`config.mk`:
```
export PLATFORM = sky130hd
export DESIGN_NAME = pad_share_arb
export DESIGN_NICKNAME = d
export VERILOG_FILES = /design/src/rtl/pad_share_arb.sv
export SDC_FILE = /design/constraint.sdc
export NUM_CORES = 1
export LEC_CHECK = 0
export ABC_CLOCK_PERIOD_IN_PS = 2500
export CAP_MARGIN = 30
export CORE_MARGIN = 2
export CORE_UTILIZATION = 40
export DETAILED_ROUTE_END_ITERATION = 7
export PLACE_DENSITY_LB_ADDON = 0.08
export RECOVER_POWER = 25
export SLEW_MARGIN = 20
export SYNTH_ARGS = -nofsm -noshare
export SYNTH_HDL_FRONTEND = slang
export SYNTH_SLANG_ARGS = --single-unit
```
`constraint.sdc`:
```
create_clock -name clk -period 2.5 [get_ports clk]
set_input_delay 0.5 -clock clk [delete_from_list [all_inputs] [get_ports clk]]
set_output_delay 0.5 -clock clk [all_outputs]
set_load 0.1 [all_outputs]
```
`src/rtl/pad_share_arb.sv`:
```
// -----------------------------------------------------------------------------
// pad_share_arb
//
// Shares one general-purpose I/O pad between NREQ peripheral requesters.
// A round-robin arbiter picks the next owner. The turnaround sequencer keeps
// the pad output driver off for TURN cycles before a grant and after a
// release, so the driver never passes directly from one owner to another.
// The pad input value is returned only to the current owner.
//
// Optional feature (compile-time macro):
//   PINMUX_IN_SYNC_EN  - when defined, pad_i_ival passes through a 2-flop
//                        synchronizer (2 cycles of input latency). When it is
//                        undefined, the pad input reaches ival_o
//                        combinationally.
//
// Parameters:
//   NREQ  number of requesters (2..16)
//   IDXW  owner index width, at least clog2(NREQ)
//   TURN  turnaround cycles with the driver off (0..15)
//
// Ports:
//   clk, rst_n          clock, asynchronous active-low reset
//   req_i[NREQ]         level request per requester, held while it owns the pad
//   req_oval_i[NREQ]    per-requester output value
//   req_oe_i[NREQ]      per-requester output enable
//   cfg_ie_i            pad input enable
//   cfg_pue_i           pull-up enable
//   cfg_pde_i           pull-down enable
//   pad_i_ival          input value from the pad cell
//   gnt_o[NREQ]         registered one-hot grant
//   ival_o[NREQ]        pad input, routed only to the granted bit
//   owner_o             index of the current or most recent owner
//   busy_o              high in every state except IDLE
//   pad_o_*             registered pad cell controls (oval, oe, ie, pue, pde)
// -----------------------------------------------------------------------------
module pad_share_arb #(
   parameter int NREQ = 4,
   parameter int IDXW = 2,
   parameter int TURN = 2
) (
   input  logic            clk,
   input  logic            rst_n,
   input  logic [NREQ-1:0] req_i,
   input  logic [NREQ-1:0] req_oval_i,
   input  logic [NREQ-1:0] req_oe_i,
   input  logic            cfg_ie_i,
   input  logic            cfg_pue_i,
   input  logic            cfg_pde_i,
   input  logic            pad_i_ival,
   output logic [NREQ-1:0] gnt_o,
   output logic [NREQ-1:0] ival_o,
   output logic [IDXW-1:0] owner_o,
   output logic            busy_o,
   output logic            pad_o_oval,
   output logic            pad_o_oe,
   output logic            pad_o_ie,
   output logic            pad_o_pue,
   output logic            pad_o_pde
);

   localparam int CNTW = 4;

   typedef enum logic [1:0] {
      IDLE  = 2'd0,
      SETUP = 2'd1,
      OWN   = 2'd2,
      DRAIN = 2'd3
   } state_t;

   state_t          state;
   logic [CNTW-1:0] cnt;
   logic [IDXW-1:0] rr;
   logic [IDXW-1:0] win;
   logic            win_found;
   logic [IDXW-1:0] rr_cand;
   logic            ival_s;

   // Next index modulo NREQ (NREQ need not be a power of two).
   function automatic logic [IDXW-1:0] wrap_inc(input logic [IDXW-1:0] idx);
      if (int'(idx) >= NREQ - 1) begin
         return '0;
      end
      return idx + IDXW'(1);
   endfunction

   function automatic logic [NREQ-1:0] onehot(input logic [IDXW-1:0] idx);
      logic [NREQ-1:0] v;
      v      = '0;
      v[idx] = 1'b1;
      return v;
   endfunction

   // Round-robin search: walk from rr upward, wrapping, and take the first
   // active request.
   always_comb begin
      win       = '0;
      win_found = 1'b0;
      rr_cand   = rr;
      for (int k = 0; k < NREQ; k++) begin
         if (!win_found && req_i[rr_cand]) begin
            win_found = 1'b1;
            win       = rr_cand;
         end
         rr_cand = wrap_inc(rr_cand);
      end
   end

   always_ff @(posedge clk or negedge rst_n) begin
      if (!rst_n) begin
         state      <= IDLE;
         cnt        <= '0;
         rr         <= '0;
         owner_o    <= '0;
         gnt_o      <= '0;
         pad_o_oe   <= 1'b0;
         pad_o_oval <= 1'b0;
         pad_o_ie   <= 1'b0;
         pad_o_pue  <= 1'b0;
         pad_o_pde  <= 1'b0;
      end else begin
         // Pad configuration follows cfg_* in every state; pull-up wins.
         pad_o_ie  <= cfg_ie_i;
         pad_o_pue <= cfg_pue_i;
         pad_o_pde <= cfg_pde_i & ~cfg_pue_i;

         case (state)
            IDLE: begin
               gnt_o      <= '0;
               pad_o_oe   <= 1'b0;
               pad_o_oval <= 1'b0;
               if (win_found) begin
                  owner_o <= win;
                  if (TURN == 0) begin
                     state      <= OWN;
                     gnt_o      <= onehot(win);
                     rr         <= wrap_inc(win);
                     pad_o_oe   <= req_oe_i[win];
                     pad_o_oval <= req_oval_i[win];
                  end else begin
                     state <= SETUP;
                     cnt   <= CNTW'(TURN);
                  end
               end
            end

            SETUP: begin
               // A request withdrawn during setup aborts without a grant and
               // leaves rr untouched, so fairness is not consumed.
               if (!req_i[owner_o]) begin
                  state <= IDLE;
                  cnt   <= '0;
               end else if (cnt <= CNTW'(1)) begin
                  state      <= OWN;
                  cnt        <= '0;
                  gnt_o      <= onehot(owner_o);
                  rr         <= wrap_inc(owner_o);
                  pad_o_oe   <= req_oe_i[owner_o];
                  pad_o_oval <= req_oval_i[owner_o];
               end else begin
                  cnt <= cnt - CNTW'(1);
               end
            end

            OWN: begin
               if (!req_i[owner_o]) begin
                  // Driver and grant drop on the same edge.
                  gnt_o      <= '0;
                  pad_o_oe   <= 1'b0;
                  pad_o_oval <= 1'b0;
                  if (TURN == 0) begin
                     state <= IDLE;
                  end else begin
                     state <= DRAIN;
                     cnt   <= CNTW'(TURN);
                  end
               end else begin
                  pad_o_oe   <= req_oe_i[owner_o];
                  pad_o_oval <= req_oval_i[owner_o];
               end
            end

            DRAIN: begin
               pad_o_oe   <= 1'b0;
               pad_o_oval <= 1'b0;
               if (cnt <= CNTW'(1)) begin
                  state <= IDLE;
                  cnt   <= '0;
               end else begin
                  cnt <= cnt - CNTW'(1);
               end
            end

            default: begin
               state <= IDLE;
               cnt   <= '0;
               gnt_o <= '0;
            end
         endcase
      end
   end

   assign busy_o = (state != IDLE);

`ifdef PINMUX_IN_SYNC_EN
   logic ival_p0;
   logic ival_p1;

   // --- input synchronizer: pad_i_ival -> p0 -> p1 ---
   always_ff @(posedge clk or negedge rst_n) begin
      if (!rst_n) begin
         ival_p0 <= 1'b0;
         ival_p1 <= 1'b0;
      end else begin
         ival_p0 <= pad_i_ival;
         ival_p1 <= ival_p0;
      end
   end

   assign ival_s = ival_p1;
`else
   assign ival_s = pad_i_ival;
`endif

   assign ival_o = {NREQ{ival_s}} & gnt_o;

endmodule

```
==> results.cfg, run 1 <==
[die]
core_area_mm2 = 0.00328
die_area_mm2 = 0.00385
fp.dieH_um = 62.1
io_pins = 34
fp-row-count = 21
start_util = 0.411
die_width_um = 62.1

[finish]
syn_to_final_growth_pct = 35.6
drive_above_1_share = 0.269
fin_area_mm2 = 0.00183
finalNetCount = 208
final_util = 0.557
n_antenna_cell = 0

[clocking]
clock_latency_ps = 300
cts.clk_slew.worst_paths_ps = 110
clockRootBuffer = clkbuf_4
cts_buffer_depth = 2
cts_hold_buf = 0
cts_num_sinks = 19
cts_made_buffers = 3
htree_levels = 1
cts_resized = 0
cts_tree = built
post_cts_buffers = 0

[power_and_ir_drop]
power.density_mw_per_mm2 = 1420
total_power_mw = 2.59
vdd_drop_max_uv = 932
leakage_nw = 0.799

[yosys]
synth_warnings = 0
synth_area_per_cell_um2 = 9.63
synth_area_leader_cell = dfrtp_1
synthesis.area_mm2 = 0.00135
yosysTopAreaCellShare = 0.353
synth_nets = 165
synth_most_common_cell = dfrtp_1
ys_seq_area_frac = 0.353
synth_area_leaders = dfrtp_1 (35%), mux4_2 (6.7%), ha_1 (6.5%), mux2_2 (5.0%), mux2i_1 (4.5%)
synth_seq_cells = 19
ys.flop_type = dfrtp_1
synth_edf_count = 0
synth_common_cells = dfrtp_1 (19), nand2_1 (11), o21ai_0 (11)
ys_types = 44
synthCells = 140
async_reset_ff_frac = 1.00

[drt]
first_pass_iters = 4
wirelength_um = 2980
detail_route.vias_per_cell = 5.14
num_vias = 1171
wl_per_cell_um = 13.1
drc = 0
drt_iter0_markers = 63
antenna_left = 0

[setup_path]
crit_required_ps = 2700
cp_max_fo = 6
arrival_ps = 2520
path_cells = ha_1, mux4_2, nor3_1, o221ai_1, a41oi_1, o21ai_1
slowest_stage = mux4_2
crit_type = reg -> reg
endpoint_kind = register
max_stage_delay_ps = 610
critical_path.startpoint_type = register

[global_route]
grt_overflow_total = 0
track_usage = 0.175
grt_max_degree = 17
antenna_found_initial = 0
grt_pass1_vias = 1099
grt_pass1_wl_um = 4950

[placed_design]
gp_congestion = 0.767
port_buffers = 33
place_area_mm2 = 0.00180
dp_hpwl_um = 2390

[sta]
slew_violations = 0
rsz0062_at_grt = false
hold_viol_final = 0
tightest_slew_ps = 590
setup_tns_ps = 0
fmax_ghz = 0.431
finalSetupViolCount = 0
period_share = 0.929
finalCriticalPeriod_ps = 2320
slew_headroom = 0.605
clock_skew_ps = 8.31
hold_slack_ps = 549

[outcome]
outcome = complete, no violations

[flow_run]
cap_violations = 0

[min_path]
min_path_type = reg -> reg
-- area by class of cell --
class / instances / area (um^2)
Clock buffer: 3 / 22.5
Clock inverter: 1 / 5.00
Fill cell: 305 / 1460
Inverter: 8 / 30.0
Multi-Input combinational cell: 105 / 800
Sequential cell: 19 / 477
Tap cell: 46 / 57.6
Timing Repair Buffer: 46 / 438
-- report_power, final --
group / switching (mW) / internal, mW / leakage (nW)
clock network: 0.0948 / 0.0595 / 0.0177
registers: 0.128 / 0.425 / 0.242
logic: 1.18 / 0.704 / 0.539
-- sequential cells by signal, indices dropped and copies added (netlist names), 2 cells and up, named ones only --
register,count
rr,2
gnt_o,4
cnt,4
owner_o,2
-- critical path, delay by kind of cell (launching register included) --
kind | cells | cell delay [ps]
adder cells (fa/ha/maj) | 1 | 420
multiplexers | 1 | 610
AND/OR/NAND/NOR | 1 | 320
AO/OA/AOI/OAI | 3 | 480
flip-flops | 1 | 400
-- metal layers --
| layer | global-route usage | share of wire | routed length, um | up-vias |
|---|---|---|---|---|
| li1 | - | - | - | 589 |
| met1 | 0.245 | 0.48 | 1440 | 549 |
| met2 | 0.265 | 0.47 | 1410 | 31 |
| met3 | 0.0373 | 0.036 | 108 | 2 |
| met4 | 0.0638 | 0.0064 | 19 | 0 |
| met5 | 0 | 0 | 0 | - |
-- cells by family (layout without fill, tap and decap cells) --
logic type / after synthesis / count (layout) / synth area share
simple gates: 48 / 48 / 0.190
flops: 19 / 19 / 0.353
buf+inv: 16 / 58 / 0.0547
mux: 16 / 16 / 0.161
compound gates: 34 / 34 / 0.176
fa+ha+maj: 7 / 7 / 0.0649
-- final timing paths --
kind,cells past startpoint,start,slack [ps],end
max,6,rr[0],180,owner_o[1]
min,1,cnt[0],550,cnt[0]
min in group asynchronous,1,rst_n,630,pad_o_oe
max in group asynchronous,2,rst_n,1350,rr[0]
min reg2reg,1,cnt[0],550,cnt[0]
max reg2reg,6,rr[0],180,owner_o[1]
-- layout by cell type, fill, tap and decap left out, types with 2 or more instances in the layout --
cell type and n:
o31ai_1 2, inv_1 8, nand3_1 6, nor3_1 7, nand2_1 11, dfrtp_1 18
buf_12 4, dlygate4sd3_1 3, clkbuf_4 3, nand2b_1 2, o21ai_0 11, mux4_2 4
ha_1 7, clkdlybuf4s50_1 14, and2_1 4, a21oi_1 4, nor2_1 7, mux2i_1 6
nor2b_1 5, mux2_2 6, buf_4 25
-- stage by stage --
| stage | worst slack (ps) | cells |
|---|---|---|
| 3_3_place_gp | 102 | 224 |
| 6_report | 177 | 228 |
| 4_1_cts | 160 | 228 |
| 5_1_grt | 7.90 | 228 |
| 3_5_place_dp | 18.9 | 224 |
| 2_1_floorplan | 218 | 140 |
Power figures use the tool's default switching activity.
==> inputs of run 2 (changes only) <==
CAP_MARGIN = not set   (was 30)
==> results of run 2 <==
Final layout, timing and power as in run 1 (identical DEF).
==> inputs of run 3 (changes only) <==
ABC_CLOCK_PERIOD_IN_PS = 3000   (was 2500)
TNS_END_PERCENT = 1   (was not set)
clock period = 3 ns   (was 2.5 ns; I/O delays follow)
==> run 3 against run 2 <==
  * Count of clock-buffer cells in the layout grew 1
  * Wire length grew 0.87%
  * Die area is the same
  * Worst setup slack gained 430 ps
  * Critical path depth is the same
  * Hold slack lost 9.3 ps
  * Sequential share of layout area grew 1.8 points
  * Register-to-register slack gained 430 ps
  * First-iteration DRC count shrank 46%
  * Critical endpoint unchanged
  * Fmax shrank 2.9%
  * Via count shrank 0.51%
  * Final cell count shrank 3.9%
==> results.cfg, run 3 (synthesis results as in run 1) <==
[sta]
clock_skew_ps = 2.55
setup_tns_ps = 0
fmax_ghz = 0.418
hold_viol_final = 0
rsz0062_at_grt = false
slew_violations = 0
finalCriticalPeriod_ps = 2390
period_share = 0.797
finalSetupViolCount = 0
tightest_slew_ps = 875
slew_headroom = 0.415

[drt]
drt_iter0_markers = 34
first_pass_iters = 4
wl_per_cell_um = 13.7
detail_route.vias_per_cell = 5.32
antenna_left = 0
wirelength_um = 3010
drc = 0
num_vias = 1165

[die]
die_area_mm2 = 0.00385
fp-row-count = 21
io_pins = 34
fp.dieH_um = 62.1
start_util = 0.411
core_area_mm2 = 0.00328
die_width_um = 62.1

[clocking]
cts_made_buffers = 3
clock_latency_ps = 300
post_cts_buffers = 0
cts_num_sinks = 19
htree_levels = 1
cts_buffer_depth = 2
clockRootBuffer = clkbuf_4
cts_hold_buf = 0
cts_tree = built
cts_resized = 0
cts.clk_slew.worst_paths_ps = 110

[finish]
syn_to_final_growth_pct = 26.7
final_common_cell = buf_4
final_util = 0.520
drive_above_1_share = 0.220
layout_common_cells = buf_4 (20), dfrtp_1 (19), clkdlybuf4s50_1 (14)
fin_area_mm2 = 0.00171
finalNetCount = 199
fillers = 304
largestRegisters = cnt (4), gnt_o (4)
n_antenna_cell = 0

[global_route]
top_usage_layer = met2
grt_pass1_wl_um = 4900
antenna_found_initial = 0
track_usage = 0.171
met1_usage = 0.237
grt_util_met3 = 0.0435
grt_max_degree = 20
grt_use_met2 = 0.262
grt_pass1_vias = 1071
grt_overflow_total = 0

[min_path]
min_path_type = reg -> reg

[setup_path]
cp_max_fo = 10
slowest_stage = mux4_2
crit_type = reg -> reg
arrival_ps = 2580
crit_required_ps = 3190
critPathBufInv = 0
endpoint_kind = register
cp_top_family = multiplexers
max_stage_delay_ps = 620
critical_path.startpoint_type = register
path_cells = ha_1, mux4_2, nor3_1, o221ai_1, a41oi_1, o21ai_1

[placed_design]
gp_congestion = 0.808
dp_hpwl_um = 2320
port_buffers = 33
place_area_mm2 = 0.00168

[flow_run]
cap_violations = 0

[outcome]
outcome = complete, no violations
-- run 3: cell count changes in the layout (fill, tap and decap cells not counted) --
cell	delta
dfrtp_1	+1
buf_12	-4
clkinv_2	-1
buf_4	-5
dfrtp_2	-1
clkbuf_1	+1
-- run 3: stage by stage --
stage	cells	hold slack, ps	worst slack (ps)
2_1_floorplan	140	304	452
3_3_place_gp	215	518	366
3_5_place_dp	215	520	328
4_1_cts	219	545	572
5_1_grt	219	583	325
6_report	219	540	609
-- run 3: cell type report --
cell class,count,area [um^2],area share
Timing Repair Buffer,37,320,0.187
Sequential cell,19,475,0.278
Inverter,8,30.0,0.0176
Tap cell,46,57.6,0.0337
Clock buffer,4,26.3,0.0154
Multi-Input combinational cell,105,800,0.468
-- run 3: per-layer routing --
layer	wire length [um]	vias to the layer above
met5	0	-
li1	-	576
met2	1440	31
met3	159	2
met4	20	0
met1	1390	556
-- run 3: final timing paths --
path / start / endpoint / slack, ps / depth (start not counted)
setup / recovery: rr[0] / owner_o[1] / 610 / 6
hold / removal: cnt[3] / cnt[3] / 540 / 1
setup reg to reg: rr[0] / owner_o[1] / 610 / 6
hold reg to reg: cnt[3] / cnt[3] / 540 / 1
max in group asynchronous: rst_n / owner_o[1] / 1610 / 1
min in group asynchronous: rst_n / pad_o_ie / 850 / 1
Power of run 3 is left out: the tool's default activity adds up to more than one toggle a clock period on the data nets, which glitch-free logic cannot reach.
